`src/rtl/fb_write_arbiter.sv`:
```
// Three-requester framebuffer write arbiter: IDLE -> WRITE -> ACK, latched address/data, out-of-range writes dropped.
// Round-robin grant by default; define FB_ARB_FIXED_PRI_EN for fixed priority req[0] > req[1] > req[2].
module fb_write_arbiter #(
  parameter int          ADDR_W   = 19,
  parameter int          DATA_W   = 3,
  parameter int unsigned FB_WORDS = 307200
) (
  input  logic                  clk,
  input  logic                  rst,
  input  logic [2:0]            req,
  input  logic [3*ADDR_W-1:0]   req_addr,
  input  logic [3*DATA_W-1:0]   req_data,
  output logic [2:0]            ack,
  input  logic                  fb_ready,
  output logic                  fb_wr_en,
  output logic [ADDR_W-1:0]     fb_wr_addr,
  output logic [DATA_W-1:0]     fb_wr_data,
  output logic                  busy,
  output logic                  err_oob
);

  typedef enum logic [1:0] {IDLE, WRITE, ACK} state_t;

  state_t              state;
  logic [1:0]          winner;
  logic                wr_oob;
  logic [1:0]          sel;
  logic [ADDR_W-1:0]   sel_addr;
  logic [DATA_W-1:0]   sel_data;
  logic                sel_oob;
`ifndef FB_ARB_FIXED_PRI_EN
  logic [1:0]          last_winner;
  int                  idx;
`endif

  always_comb begin
    sel = 2'd0;
`ifdef FB_ARB_FIXED_PRI_EN
    if (req[0])      sel = 2'd0;
    else if (req[1]) sel = 2'd1;
    else if (req[2]) sel = 2'd2;
`else
    idx = 0;
    // Walk the search order backwards so the requester closest to last_winner+1 wins.
    for (int k = 2; k >= 0; k--) begin
      idx = (int'(last_winner) + 1 + k) % 3;
      if (req[idx]) sel = 2'(idx);
    end
`endif
    sel_addr = req_addr[int'(sel)*ADDR_W +: ADDR_W];
    sel_data = req_data[int'(sel)*DATA_W +: DATA_W];
    sel_oob  = 32'(sel_addr) >= FB_WORDS;
  end

  always_ff @(posedge clk or posedge rst) begin
    if (rst) begin
      state       <= IDLE;
      winner      <= 2'd0;
      wr_oob      <= 1'b0;
      ack         <= 3'b000;
      fb_wr_en    <= 1'b0;
      fb_wr_addr  <= '0;
      fb_wr_data  <= '0;
      busy        <= 1'b0;
      err_oob     <= 1'b0;
`ifndef FB_ARB_FIXED_PRI_EN
      last_winner <= 2'd2;
`endif
    end else begin
      case (state)
        IDLE: begin
          if (|req) begin
            winner      <= sel;
`ifndef FB_ARB_FIXED_PRI_EN
            last_winner <= sel;
`endif
            fb_wr_addr  <= sel_addr;
            fb_wr_data  <= sel_data;
            wr_oob      <= sel_oob;
            fb_wr_en    <= !sel_oob;
            busy        <= 1'b1;
            state       <= WRITE;
          end
        end
        WRITE: begin
          // Out-of-range writes never strobe the framebuffer, so they complete without fb_ready.
          if (wr_oob || fb_ready) begin
            fb_wr_en <= 1'b0;
            ack      <= 3'b001 << winner;
            if (wr_oob) err_oob <= 1'b1;
            state    <= ACK;
          end
        end
        ACK: begin
          ack   <= 3'b000;
          busy  <= 1'b0;
          state <= IDLE;
        end
        default: state <= IDLE;
      endcase
    end
  end

endmodule

```
`config.mk`:
```
export PLATFORM = sky130hd
export DESIGN_NAME = fb_write_arbiter
export DESIGN_NICKNAME = d
export VERILOG_FILES = /design/src/rtl/fb_write_arbiter.sv
export SDC_FILE = /design/constraint.sdc
export NUM_CORES = 1
export LEC_CHECK = 0
export CAP_MARGIN = 20
export CELL_PAD_IN_SITES_DETAIL_PLACEMENT = 0
export CELL_PAD_IN_SITES_GLOBAL_PLACEMENT = 2
export CORE_MARGIN = 8
export CORE_UTILIZATION = 24
export DETAILED_ROUTE_END_ITERATION = 16
export PLACE_DENSITY_LB_ADDON = 0.1
export SKIP_CTS_REPAIR_TIMING = 1
export SLEW_MARGIN = 10
export SYNTH_ARGS = -nofsm -noshare
export SYNTH_HDL_FRONTEND = slang
export SYNTH_SLANG_ARGS = --single-unit
```
`constraint.sdc`:
```
create_clock -name clk -period 5.8 [get_ports clk]
set_input_delay 1.16 -clock clk [delete_from_list [all_inputs] [get_ports clk]]
set_output_delay 1.16 -clock clk [all_outputs]
set_load 0.1 [all_outputs]
```
## Word level (Yosys, flattened, before mapping)

Index checks and enable logic that the tools add are counted.

| storage, ports and cells | value |
|---|---|
| register bits after elaboration | 35 |
| output and inout port bits | 28 |

| cells by class | value |
|---|---|
| $add $sub $neg | 3 |
| multipliers | 2 |
| div/mod/pow operators | 3 |
| magnitude comparators | 4 |
| equal/unequal tests | 4 |
| shift operators | 3 |
| mux-type cells | 22 |
| reductions and logical operators | 13 |

Operators with widths:

| kind | number |
|---|---|
| < comparator 32 x 4 -> 1 bit, second input constant | 3 |
| modulo 32 x 3 -> 32 bit, second input constant | 3 |
| indexed part select 57 x 8 -> 19 bit | 1 |
| adder 32 x 2 -> 32 bit, second input constant | 1 |
| adder 32 x 3 -> 32 bit, second input constant | 1 |
| greater-or-equal comparator 19 bit, second input constant | 1 |
| 2-to-1 mux 2 bit | 5 |
| 2-to-1 mux 1 bit | 9 |
| indexed part select 9 x 5 -> 3 bit | 1 |
| AND reduction 2 bit | 4 |
| multiplier 2 x 5 -> 7 bit, second input constant | 1 |
| binary-select mux 1 bit (select 2 bit) | 3 |
| one-hot mux 3 bit (2 select lines) | 1 |
| AND reduction 3 bit | 2 |
| nonzero test 2 bit | 3 |
| multiplier 2 x 2 -> 4 bit, second input constant | 1 |
| inequality test 2 bit, second input constant | 2 |
| one-hot mux 1 bit (2 select lines) | 2 |
| one-hot mux 2 bit (2 select lines) | 1 |
| adder 2 x 1 -> 3 bit, second input constant | 1 |
| 2-to-1 mux 3 bit | 1 |
| OR reduction 3 bit | 1 |
| << shifter 1 x 2 -> 3 bit, first input constant | 1 |
| equality test 2 x 1 -> 1 bit, second input constant | 1 |
| other kinds (4) | 4 |

## Longest topological paths before layout

| depth | value |
|---|---|
| depth after elaboration | 15 |
| gate-level depth with buffers | 12 |
| mapped depth without buffers | 9 |

## Worst setup path after synthesis

Ideal clock, no wire load.

| path | value |
|---|---|
| kind | input port to flip-flop |
| start point | in req[0] |
| end point | reg fb_wr_addr[10] |
| setup time | 129 ps |
| data arrival time | 2562 ps |
| required time | 5671 ps |
| setup slack | 3109 ps |
| stages | 9 |
| cells stage by stage | mux2_4 -> mux2_4 -> o22ai_4 -> buf_6 -> buf_8 -> mux2i_1 -> nor2_1 -> a21oi_1 -> o21ai_1 |

| between the ends | value |
|---|---|
| longest elaborated chain between the ends | 8 |
| elaborated cells between the ends (all ways) | 16 |
| those cells by class | 1 x mul; 1 x shift; 12 x mux; 2 x reduce/logical |

Ends and longest elaborated chain:

| item | RTL line | RTL |
|---|---|---|
| start: declaration | 10 | `input logic [2:0] req,` |
| binary-select mux 1 bit (select 2 bit) | 47 | `if (req[idx]) sel = 2'(idx);` |
| 2-to-1 mux 1 bit (not written as such) (2 in series) | 47 |  |
| 2-to-1 mux 2 bit (3 in series) | 47 |  |
| multiplier 2 x 5 -> 7 bit | 50 | `sel_addr = req_addr[int'(sel)*ADDR_W +: ADDR_W];` |
| indexed part select 57 x 8 -> 19 bit | 50 |  |
| end signal: assignment | 77 | `fb_wr_addr <= sel_addr;` |
| end: declaration | 16 | `output logic [ADDR_W-1:0] fb_wr_addr,` |

Several ways; a longest one is shown, not always the timed one. The select of a mux whose other input is x is not followed.
A chain may end at the register's enable or synchronous reset.

## Worst setup path after layout

| path | value |
|---|---|
| start point | in req[1] |
| end point | reg fb_wr_en |

| between the ends | value |
|---|---|
| longest elaborated chain between the ends | 12 |
| elaborated cells between the ends (all ways) | 21 |
| those cells by class | 1 x mul; 1 x order compare; 1 x eq/ne; 1 x shift; 14 x mux; 3 x reduce/logical |

Ends and longest elaborated chain:

| item | RTL line | RTL |
|---|---|---|
| binary-select mux 1 bit (select 2 bit) | 47 |  |
| 2-to-1 mux 1 bit (not written as such) (2 in series) | 47 |  |
| 2-to-1 mux 2 bit (3 in series) | 47 |  |
| multiplier 2 x 5 -> 7 bit | 50 |  |
| indexed part select 57 x 8 -> 19 bit | 50 |  |
| greater-or-equal comparator 19 bit | 52 | `sel_oob = 32'(sel_addr) >= FB_WORDS;` |
| zero test 1 bit | 80 | `fb_wr_en <= !sel_oob;` |
| 2-to-1 mux 1 bit | 72 | `if (\|req) begin` |
| one-hot mux 1 bit (2 select lines) | 70 | `case (state)` |
| end signal: assignment | 80 |  |
| end: declaration | 15 | `output logic fb_wr_en,` |

Several ways; a longest one is shown, not always the timed one. The select of a mux whose other input is x is not followed.

==> flow_metrics.py <==
metrics = {
    "detailed_routing": {
        "via_per_inst": 4.53,
        "drt_first_iter_violations": 54,
        "wl_per_cell_um": 15.1,
        "antenna_left": 0,
        "first_pass_iters": 4,
        "num_vias": 2029,
        "wl_um": 6740,
        "drc_errors": 0,
    },
    "synth": {
        "synthArstFlopShare_pct": 100,
        "syn_inst": 246,
        "ys_ff_latch": 34,
        "synth_edf_count": 0,
        "yosys_warnings": 0,
        "synth_area_per_cell_um2": 8.49,
        "ys.flop_type": "dfrtp_1",
        "yosysUniqueCellTypes": 42,
        "syn_area_mm2": 0.00209,
        "ys_seq_area_share_pct": 40.8,
        "syn_nets": 322,
    },
    "worst_setup_path": {
        "crit_chain": "clkdlybuf4s50_1 -> mux2_4 -> mux2_4 -> o22ai_4 -> buf_16 -> mux2i_1 -> o31ai_1 -> a41oi_1 -> a21oi_1",
        "crit_path_end_kind": "flip-flop",
        "start_kind": "primary input",
        "crit_required_ns": 5.92,
        "cp_slowest_cell": "clkdlybuf4s50_1",
        "path_buf_inv": 2,
        "path_class": "in -> reg",
        "path_common_cell": "mux2_4",
        "arrival_ns": 3.57,
        "critPathMaxStageDelay_ns": 0.50,
        "crit_fanout": 20,
        "crit_family": "compound AO/OA/AOI/OAI gates",
    },
    "cts": {
        "cts_tree": "yes",
        "clk_latency_ns": 0.29,
        "numCtsBuffers": 5,
        "clock_path_buffers": 2,
        "cts_sinks": 34,
        "cts.clk_slew.worst_paths_ns": 0.07,
        "root_buffer": "clkbuf_8",
        "htree_levels": 2,
    },
    "placement": {
        "dpl.hpwl_um": 5200,
        "gp_congestion": 0.784,
        "io_buffers": 99,
    },
    "sta": {
        "setup_violations": 0,
        "slew_violations": 0,
        "tns_ns": 0,
        "finalCritPeriodShare_pct": 59.4,
        "rsz0062_at_grt": "false",
        "hold_viol_final": 0,
        "fin_crit_ns": 3.45,
        "slew-limit-headroom_pct": 31.7,
        "clock_skew_ns": 0.00789,
        "max_slew.worst_pin.slew_ns": 1.02,
        "fmax_mhz": 290,
    },
    "cells_and_area": {
        "syn_to_final_growth_pct": 56.1,
        "diodes": 0,
        "drive_gt1_share_pct": 5.00,
        "nets": 415,
    },
    "floorplan": {
        "core_area_mm2": 0.00859,
        "die_w_um": 109,
        "io_pins": 100,
        "fp.dieArea_mm2": 0.0119,
        "start_util_pct": 24.3,
        "dieHeight_um": 109,
        "core.rowCount": 34,
    },
    "global_route": {
        "grt_util_all_layers_pct": 11.4,
        "grt_pass1_vias": 2183,
        "grt_max_degree": 55,
        "grt_pass1_wl_um": 10600,
        "overflow": 0,
        "antenna_found_initial": 0,
    },
    "hold_path": {
        "hold_path_class": "reg -> reg",
    },
    "run_status": {
        "status": "completed",
    },
    "flow_run": {
        "cap_viol_max_count": 0,
    },
}
## sequential cells by signal, summed over array words and instances (netlist names), 2 cells and up
register	count
state	2
fb_wr_addr	19
winner	2
fb_wr_data	3
ack	3
## through the flow
step / std cells / hold WS [ns] / cell area, um2 / utilization (%) / setup slack, ns
floorplan: 246 / 0.466 / 2090 / - / 3.11
global placement: 439 / 0.447 / 3140 / 36.5 / 1.79
detailed placement: 439 / 0.451 / 3140 / 36.5 / 1.66
CTS: 447 / 0.470 / 3230 / 37.6 / 1.98
global route: 448 / 0.484 / 3260 / 37.9 / 2.22
finish: 448 / 0.465 / 3260 / 37.9 / 2.35
## cells in the mapped netlist (2+ instances only)
| master | n | area share, % |
|---|---|---|
| o31ai_1 | 4 | 1.4 |
| nor3_1 | 2 | 0.48 |
| inv_1 | 6 | 1.1 |
| nand2_1 | 43 | 7.7 |
| nand3_1 | 4 | 0.96 |
| o21ai_0 | 6 | 1.4 |
| mux2i_1 | 18 | 8.6 |
| mux2_4 | 2 | 1.4 |
| nor2b_1 | 2 | 0.60 |
| a21o_1 | 3 | 1.1 |
| o21ai_1 | 20 | 4.8 |
| nor2_1 | 24 | 4.3 |
| and2_1 | 2 | 0.60 |
| ha_1 | 4 | 2.4 |
| nand2b_1 | 3 | 0.90 |
| dfrtp_1 | 33 | 40 |
| a21oi_1 | 29 | 7.0 |
| o2bb2ai_1 | 2 | 0.84 |
| and3_1 | 3 | 0.90 |
| buf_6 | 3 | 1.6 |
| clkbuf_1 | 11 | 2.0 |
| o21bai_1 | 2 | 0.72 |
## final timing paths
check,from,to,slack [ns],depth (start not counted)
max in group asynchronous,rst,last_winner[1],4.17,3
hold / removal,err_oob,err_oob,0.46,1
setup / recovery,req[1],fb_wr_en,2.35,9
min in group asynchronous,rst,fb_wr_addr[10],1.27,3
hold reg to reg,err_oob,err_oob,0.46,1
setup reg to reg,winner[0],fb_wr_en,2.79,10
## routing by layer
metal | wire [um] | GRT usage, % | vias up
li1 | - | - | 1048
met1 | 2650 | 12.5 | 913
met2 | 3390 | 19.8 | 58
met3 | 591 | 4.73 | 10
met4 | 108 | 3.66 | 0
met5 | 0 | 0 | -
## cell type report
type / count / area [um2]
Fill cell: 924 / 5330
Clock buffer: 6 / 82.6
Clock inverter: 2 / 12.5
Multi-Input combinational cell: 190 / 1120
Tap cell: 108 / 135
Timing Repair Buffer: 102 / 1030
Inverter: 6 / 22.5
Sequential cell: 34 / 852
## logic make-up (layout without fill, tap and decap cells)
family / count (synthesis) / count (layout) / share of synthesized area (%)
compound gates: 78 / 78 / 22.7
fa+ha+maj: 4 / 4 / 2.40
buf+inv: 22 / 116 / 5.63
flops: 34 / 34 / 40.8
mux: 20 / 20 / 10.1
simple gates: 88 / 88 / 18.4
## cell usage in the layout (no fill, tap or decap), types with 2 or more instances in the layout
cell type,count
and3_1,3
o21bai_1,2
nor3_1,2
mux2_4,2
clkdlybuf4s50_1,99
and2_1,2
o31ai_1,4
nor2_1,23
o21ai_0,6
o21ai_1,20
mux2i_1,18
nor2b_1,2
a21oi_1,29
nand2_1,43
buf_4,2
nand3_1,4
inv_1,6
dfrtp_1,33
a21o_1,3
o2bb2ai_1,2
ha_1,4
clkbuf_8,6
nand2b_1,3
Power is not shown: default switching activity piles up to over one toggle a cycle in this logic, so the estimate is an artifact.
